File: config.mk
export PLATFORM = sky130hd
export DESIGN_NAME = vh_expr_pipe
export DESIGN_NICKNAME = d
export VERILOG_FILES = /design/src/rtl/vh_expr_pipe.sv
export SDC_FILE = /design/constraint.sdc
export NUM_CORES = 1
export LEC_CHECK = 0
export CORE_ASPECT_RATIO = 1.25
export CORE_MARGIN = 3
export CORE_UTILIZATION = 45
export CTS_CLUSTER_SIZE = 12
export DETAILED_ROUTE_END_ITERATION = 10
export GPL_ROUTABILITY_DRIVEN = 1
export PLACE_DENSITY_LB_ADDON = 0.3
export REMOVE_ABC_BUFFERS = 1
export SYNTH_ARGS = -nofsm -noshare
export SYNTH_HDL_FRONTEND = slang
export SYNTH_SLANG_ARGS = --single-unit
File: constraint.sdc
create_clock -name clk -period 6 [get_ports clk]
set_clock_uncertainty 0.15 [all_clocks]
set_input_delay 1.8 -clock clk [delete_from_list [all_inputs] [get_ports clk]]
set_output_delay 1.8 -clock clk [all_outputs]
set_load 0.02 [all_outputs]
File: src/rtl/vh_expr_pipe.sv
// -----------------------------------------------------------------------------
// vh_expr_pipe
// Two-stage valid/ready pipeline that evaluates one of eight opcode-selected
// expressions over two unsigned and two signed operands. Every operand is
// explicitly extended to the result width, so each expression follows the
// width and signedness rules of a WY-bit Verilog context. A persistent signed
// accumulator supports multiply-accumulate and read-and-clear opcodes.
//
// Ports:
//   clk        rising-edge clock
//   rst        asynchronous active-high reset
//   in_valid   operand beat valid
//   in_ready   block accepts a beat this cycle (combinational from out_ready)
//   op         opcode
//   a_u, b_u   unsigned operands (b_u is also the shift amount)
//   a_s, b_s   signed operands
//   out_valid  result valid
//   out_ready  downstream accepts the result
//   y          result, WY bits
//   err        result came from the reserved opcode
// -----------------------------------------------------------------------------
module vh_expr_pipe #(
  parameter int WU = 4,
  parameter int WS = 6,
  parameter int WY = WU + WS
) (
  input  logic          clk,
  input  logic          rst,
  input  logic          in_valid,
  output logic          in_ready,
  input  logic [2:0]    op,
  input  logic [WU-1:0] a_u,
  input  logic [WU-1:0] b_u,
  input  logic [WS-1:0] a_s,
  input  logic [WS-1:0] b_s,
  output logic          out_valid,
  input  logic          out_ready,
  output logic [WY-1:0] y,
  output logic          err
);

  typedef enum logic [2:0] {
    OP_MUL_US = 3'd0,
    OP_MUL_SS = 3'd1,
    OP_SUB_UU = 3'd2,
    OP_ASR    = 3'd3,
    OP_RED    = 3'd4,
    OP_MAC    = 3'd5,
    OP_CLR    = 3'd6,
    OP_RSV    = 3'd7
  } op_e;

  logic          s1_valid;
  logic          s2_valid;
  logic          s1_adv;
  logic          s2_adv;
  op_e           s1_op;
  logic [WU-1:0] s1_au;
  logic [WU-1:0] s1_bu;
  logic [WS-1:0] s1_as;
  logic [WS-1:0] s1_bs;
  logic [WY-1:0] acc;

  logic [WY-1:0]        zx_au;
  logic [WY-1:0]        zx_bu;
  logic [WY-1:0]        zx_as;
  logic [WY-1:0]        sx_as;
  logic [WY-1:0]        sx_bs;
  logic [WY-1:0]        prod_ss;
  logic signed [WY-1:0] asr;
  logic [31:0]          shamt;
  logic [WY-1:0]        res_y;
  logic [WY-1:0]        res_acc;
  logic                 res_err;

  // Elastic handshake: the output stage moves when it is empty or being
  // drained, and the input stage moves when it is empty or can hand its beat
  // on. in_ready is therefore a combinational function of out_ready.
  always_comb begin
    s2_adv    = !s2_valid || out_ready;
    s1_adv    = !s1_valid || s2_adv;
    in_ready  = s1_adv;
    out_valid = s2_valid;
  end

  // Operand extensions to the full result width. Unsigned-context opcodes use
  // the zero-extended forms, signed-context opcodes the sign-extended forms;
  // a WY x WY product truncated to WY bits is correct modulo 2^WY for both.
  always_comb begin
    zx_au   = {{(WY-WU){1'b0}}, s1_au};
    zx_bu   = {{(WY-WU){1'b0}}, s1_bu};
    zx_as   = {{(WY-WS){1'b0}}, s1_as};
    sx_as   = {{(WY-WS){s1_as[WS-1]}}, s1_as};
    sx_bs   = {{(WY-WS){s1_bs[WS-1]}}, s1_bs};
    prod_ss = sx_as * sx_bs;
    shamt   = 32'(s1_bu);
    asr     = $signed(sx_as) >>> s1_bu;
  end

  // Result and next-accumulator evaluation for the beat sitting in stage 1.
  // The accumulator value computed here is only committed when the beat
  // actually moves into stage 2, which keeps updates in acceptance order and
  // prevents a stalled beat from applying its update twice.
  always_comb begin
    res_y   = '0;
    res_err = 1'b0;
    res_acc = acc;
    case (s1_op)
      OP_MUL_US: res_y = zx_as * zx_bu;
      OP_MUL_SS: res_y = prod_ss;
      OP_SUB_UU: res_y = zx_au - zx_as;
      OP_ASR: begin
        if (shamt >= WY) begin
          res_y = {WY{s1_as[WS-1]}};
        end else begin
          res_y = asr;
        end
      end
      OP_RED: res_y = {{(WY-4){1'b0}}, &s1_au, ~|s1_bu, ^s1_as, !s1_bs};
      OP_MAC: begin
        res_acc = acc + prod_ss;
        res_y   = res_acc;
      end
      OP_CLR: begin
        res_y   = acc;
        res_acc = '0;
      end
      OP_RSV: res_err = 1'b1;
      default: res_y = '0;
    endcase
  end

  // Stage 1 captures the operands and opcode of an accepted beat. Operands
  // are sampled only on acceptance, so the source may change them freely
  // while in_valid is low.
  always_ff @(posedge clk or posedge rst) begin
    if (rst) begin
      s1_valid <= 1'b0;
      s1_op    <= OP_MUL_US;
      s1_au    <= '0;
      s1_bu    <= '0;
      s1_as    <= '0;
      s1_bs    <= '0;
    end else if (s1_adv) begin
      s1_valid <= in_valid;
      if (in_valid) begin
        s1_op <= op_e'(op);
        s1_au <= a_u;
        s1_bu <= b_u;
        s1_as <= a_s;
        s1_bs <= b_s;
      end
    end
  end

  // Stage 2 registers the result and owns the accumulator. While the output
  // is valid but not accepted, nothing here changes, so y/err/out_valid hold.
  always_ff @(posedge clk or posedge rst) begin
    if (rst) begin
      s2_valid <= 1'b0;
      y        <= '0;
      err      <= 1'b0;
      acc      <= '0;
    end else if (s2_adv) begin
      s2_valid <= s1_valid;
      if (s1_valid) begin
        y   <= res_y;
        err <= res_err;
        acc <= res_acc;
      end
    end
  end

endmodule

; ---- Word-level counts from Yosys, hierarchy flattened
; Cells that the tools add are included.
; W data, S select, Z words.
[word_totals]
regBits = 46
output_inout_bits = 13
in_bits = 27
[classes]
mul = 2
addsub = 2
magnitude_cmp = 1
n_reduce_logical = 14
shifts = 1
eq_ne = 7
mux = 4
[op_table]
columns = operator, n
row1 = $pmux W10 S7, 1
row2 = $pmux W10 S2, 1
row3 = $eq A3 B3 Y1 const B, 4
row4 = $add A10 B10 Y10, 1
row5 = $mul A6 B4 Y10, 1
row6 = $mul A6 B6 Y10, 1
row7 = $mux W10, 1
row8 = $sshr A6 B4 Y10, 1
row9 = $sub A4 B6 Y7, 1
row10 = $eq A3 B2 Y1 const B, 2
row11 = $logic_not A6 Y1, 1
row12 = $reduce_xor A6 Y1, 1
row13 = $ge A4 B4 Y1 const B, 1
row14 = $reduce_and A2 Y1, 2
row15 = $reduce_and A4 Y1, 1
row16 = $reduce_or A4 Y1, 1
row17 = $eq A3 B1 Y1 const B, 1
row18 = $logic_not A1 Y1, 3
row19 = $logic_not A3 Y1, 1
row20 = $reduce_and A3 Y1, 1
row21 = $logic_or A1 B1 Y1, 2
row22 = $reduce_bool A2 Y1, 1
row23 = $mux W1, 1

; ---- Depth between registers and ports, before layout
[depth]
depth_word = 4
depth_mapped = 20
mapped_depth_nobuf = 19

; ---- Worst setup path before layout
; Ideal clock, no wire load.
[synth_timing]
path_kind = flip-flop to flip-flop
startpoint = reg s1_as[5]
endpoint = reg y[9]
path_stages_with_launch = 21
t_arrival_ns = 5.134
path_slack_ns = 0.644
required_ns = 5.778
cell_sequence = dfrtp_1 > clkbuf_1 > clkbuf_1 > nand2_1 > fa_1 > fa_1 > inv_1 > fa_1 > fa_1 > fa_1 > a21o_1 > a21oi_1 > xnor2_1 > ha_1 > a21oi_1 > nand2b_1 > o21ai_0 > a31o_2 > xnor3_1 > nor2_1 > nand4b_1
[synth_between]
elab_chain_cells = 3
word_cells_on_any_way = 7
classes_between = 2 x add/sub / 2 x mul / 1 x shift / 2 x mux
[synth_rtl]
columns = item, line_no
row1 = start: declaration, 60  ; logic [WS-1:0] s1_as;
row2 = start signal: assignment, 150  ; s1_as <= a_s;
row3 = $mul A6 B6 Y10 / $sshr A6 B4 Y10 (equally long branches), "95, 97"
row4 = $add A10 B10 Y10 / $mux W10 (equally long branches), "121, 113"
row5 = $pmux W10 S7 (*), 108  ; case (s1_op)
row6 = end signal: assignment, 167  ; y <= res_y;
row7 = end: declaration, 38  ; output logic [WY-1:0] y,
; Every way passes the cells marked *; elsewhere a longest branch is shown, timed or not.
; A chain may end at the register's enable or synchronous reset.

; ---- Worst setup path after layout
[layout_timing]
startpoint = reg s1_bs[5]
endpoint = reg y[9]
[layout_between]
elab_chain_cells = 3
[layout_rtl]
columns = item, line_no
row1 = start: declaration, 61  ; logic [WS-1:0] s1_bs;
row2 = start signal: assignment, 151  ; s1_bs <= b_s;
row3 = $mul A6 B6 Y10 (*), 95  ; prod_ss = sx_as * sx_bs;
row4 = $add A10 B10 Y10, 121  ; res_acc = acc + prod_ss;
row5 = $pmux W10 S7 (*), 108
; Marks and branches as above.

==> metrics <==
Sw Ratio=0.463; cell row count=40; Final Util=0.537; clock slew at reported path FFs=60 ps; CP top delay family=adder cells; Synth top cells by count=nand2_1 (59), dfrtp_1 (46), ha_1 (44); total congestion overflow=0; share of the synthesized area in the top cell type=0.248; Arr. time, crit path=roughly 5500 ps; nets@finish=626; Max FO, Critical Path=8; CTS Sinks=46; WHS=between 300 and 400 ps; Levels on crit path=18; via/cell ratio=5.67; sw power=0.00142 W; worst-margin pin slew=between 900 and 1000 ps; final hold violations=0; Area Growth Syn to Fin=13.8%; status=completed; CTS Buf Count=5; Initial Utilization=0.472; register area share after synthesis=0.248; relative slew slack=0.357; crit path launch type=flip-flop; Synth Area in XOR/XNOR=0.0656; Avg Cell Area, Syn=9.38 sq um; post-CTS sizing=0; vias=approximately 3.7k; pin count of the biggest net entering global routing=47; final WL=around 11,000 microns; drt drc=0; die width=approximately 97 microns; CP peak stage delay=around 550 ps; Most Frequent Cell on Critical Path=fa_1; final setup vio count=0; 1st-pass router iterations=4; synth unique cells=54; RSZ-0062 raised after global routing=no; top-count cell post-synth=nand2_1; clock power share=0.088; multi-input logic area=about 3200 sq um; CORE AREA=9860 sq um; CP bufs+invs=1; worst reg-to-reg path cell count=18; Peak VDD IR=255 uV; CTS Buffer Depth=2; global-route wire length before repair=18,800 microns; FFs w/ async S/R, synth=1.00; crit path kind=reg -> reg; Final ANT Viol Nets=0; worst hold path class=reg -> reg; die area=between 10,000 and 15,000 sq um; Worst Path Required=between 6000 and 7000 ps; Lkg Pwr=2.45 nW; top area cells in the synthesized netlist=dfrtp_1 (25%), fa_1 (13%), ha_1 (12%); mux contribution to synthesized area=0.0858; setup_tns=0 ps; Hold Buf Count CTS=0; register area=around 1200 sq um; all-layer global routing usage=0.198; crit path launch=s1_bs[5]$_DFFE_PP0P_; Root Driver=clkbuf_16; post-CTS setup buffers=0; Crit Reg-Reg Endpoint=y[9]$_DFFE_PP0P_; slowest CP cell=fa_1; Worst setup EP type=flip-flop; DRT iter0 DRCs=approximately 300; gpl congestion=roughly 0.87; compound-gate portion of the synthesized area=0.143; logic gate share of total power=0.754; Int Pwr=around 0.0017 W; reg2reg start=s1_bs[5]$_DFFE_PP0P_; CP endpoint=y[9]$_DFFE_PP0P_; # IOs=40; H-Tree Depth=2; largest family of logic cells by synthesized area=adder cells; pwr dens=around 580 nW/um^2; synthesized-area fraction occupied by adder cells=0.252; Final Max Tran Viols=0; mapped cell area=4650 sq um; fmax=between 150 and 200 MHz; filler cell count=~900; TritonCTS clock tree=built; initial antenna violation count=0; cell taking the most area after synthesis=dfrtp_1; Tmin final=~5400 ps; Synth Register Bits=46; max-cap viol count=0; clk_lat worst skew=about 290 ps; EDFF count, synth=0; Most used DFF post-synth=dfrtp_1; ratio of cells with drive above 1 in the final layout=0.0897; Reg2Reg Setup Slack=between 600 and 700 ps; Ys Warns=0; port buffer count=39; period utilisation layout=0.896; vias in the first global route=between 3k and 4k; register share of total power=0.158; Mapped Cells=about 500; simple-gate share of the synthesized area=0.153; critical-path cell list=nand2b_1 > fa_1 > fa_1 > inv_1 > fa_1 > fa_1 > fa_1 > a21o_1 > a21oi_1 > xnor2_1 > ha_1 > a21oi_1 > nand2b_1 > o21ai_0 > a31o_2 > xnor3_1 > nor2_1 > nand4b_1; WL/cell=~17 microns; n_diodes=0; Die Y-Extent=between 100 and 150 microns; Post-DP HPWL=8830 microns
==> worst min-delay path, cell delays in order, from the launching register on <==
cell     delay, ps
dfrtp_1        340
nand2_1         40
o21ai_0         60
==> logic make-up after synthesis <==
group / after synthesis
fa+ha+maj: 75
compound gates: 99
simple gates: 147
flops: 46
xor+xnor: 30
buf+inv: 66
mux: 33
==> flip-flops by register name, summed over array words and instances (netlist names) <==
name       cells
s1_au          4
s1_op          3
err            1
acc           10
s1_valid       1
y             10
out_valid      1
s1_as          6
s1_bs          6
s1_bu          4
==> final cells by class <==
type	instances	area share
timing repair buffer	46	0.0837
multi-input combinational	384	0.614
clock buffer	6	0.0244
inverter	41	0.0291
clock inverter	1	0.00142
sequential	46	0.218
tap	126	0.0298
==> routing by layer <==
layer | GRT usage | vias to the layer above | share of wire
li1 | - | 1764 | -
met1 | 0.250 | 1806 | 0.41
met2 | 0.358 | 100 | 0.53
met3 | 0.0308 | 14 | 0.049
met4 | 0.0430 | 0 | 0.013
met5 | 0 | - | 0
==> stage by stage <==
stage	area (sq um)	setup WS (ps)	total power, W	std cells
floorplan	4550	864	0.00227	471
global placement	5150	791	0.00275	643
detailed placement	5150	607	0.00281	643
CTS	5290	607	0.00310	650
global route	5290	339	0.00338	650
finish	5290	623	0.00308	650
==> power groups by stage <==
stage | combinational, W | sequential (W) | clock, W
3_5_place_dp | 0.00232 | 0.000489 | 0
6_report | 0.00232 | 0.000485 | 0.000270
2_1_floorplan | 0.00176 | 0.000512 | 0
4_1_cts | 0.00234 | 0.000484 | 0.000276
5_1_grt | 0.00260 | 0.000498 | 0.000289
3_3_place_gp | 0.00226 | 0.000485 | 0
==> layout by cell type (no fill, tap or decap), types with 4 or more instances in the layout <==
| cell | netlist | layout |
|---|---|---|
| mux2i_1 | 5 | 5 |
| inv_1 | 41 | 40 |
| clkbuf_16 | 0 | 5 |
| xnor2_1 | 20 | 20 |
| mux2_2 | 25 | 25 |
| nor2b_1 | 7 | 7 |
| nand2b_1 | 7 | 7 |
| buf_4 | 0 | 7 |
| and2_1 | 23 | 23 |
| a21o_1 | 7 | 7 |
| xor2_1 | 6 | 6 |
| fa_1 | 31 | 31 |
| a22oi_1 | 4 | 4 |
| o21a_1 | 7 | 7 |
| clkdlybuf4s50_1 | 0 | 39 |
| nand3_1 | 8 | 8 |
| a21oi_1 | 28 | 28 |
| nor3_1 | 6 | 6 |
| a22o_1 | 7 | 7 |
| o21ai_0 | 16 | 16 |
| o211ai_1 | 5 | 5 |
| dfrtp_1 | 46 | 46 |
| nand2_1 | 59 | 59 |
| ha_1 | 44 | 44 |
| nor2_1 | 23 | 23 |
==> how the worst min path moves through the flow <==
| stage | from | endpoint | cells after the start |
|---|---|---|---|
| 2_1_floorplan | acc[7]$_DFFE_PP0P_ | acc[7]$_DFFE_PP0P_ | 2 |
| 3_3_place_gp | y[2]$_DFFE_PP0P_ | y[2]$_DFFE_PP0P_ | 2 |
| 3_5_place_dp | y[3]$_DFFE_PP0P_ | y[3]$_DFFE_PP0P_ | 2 |
| 4_1_cts | y[3]$_DFFE_PP0P_ | y[3]$_DFFE_PP0P_ | 2 |
| 5_1_grt | y[0]$_DFFE_PP0P_ | y[0]$_DFFE_PP0P_ | 1 |
| 6_report | y[3]$_DFFE_PP0P_ | y[3]$_DFFE_PP0P_ | 2 |
Power figures use the tool's default switching activity.
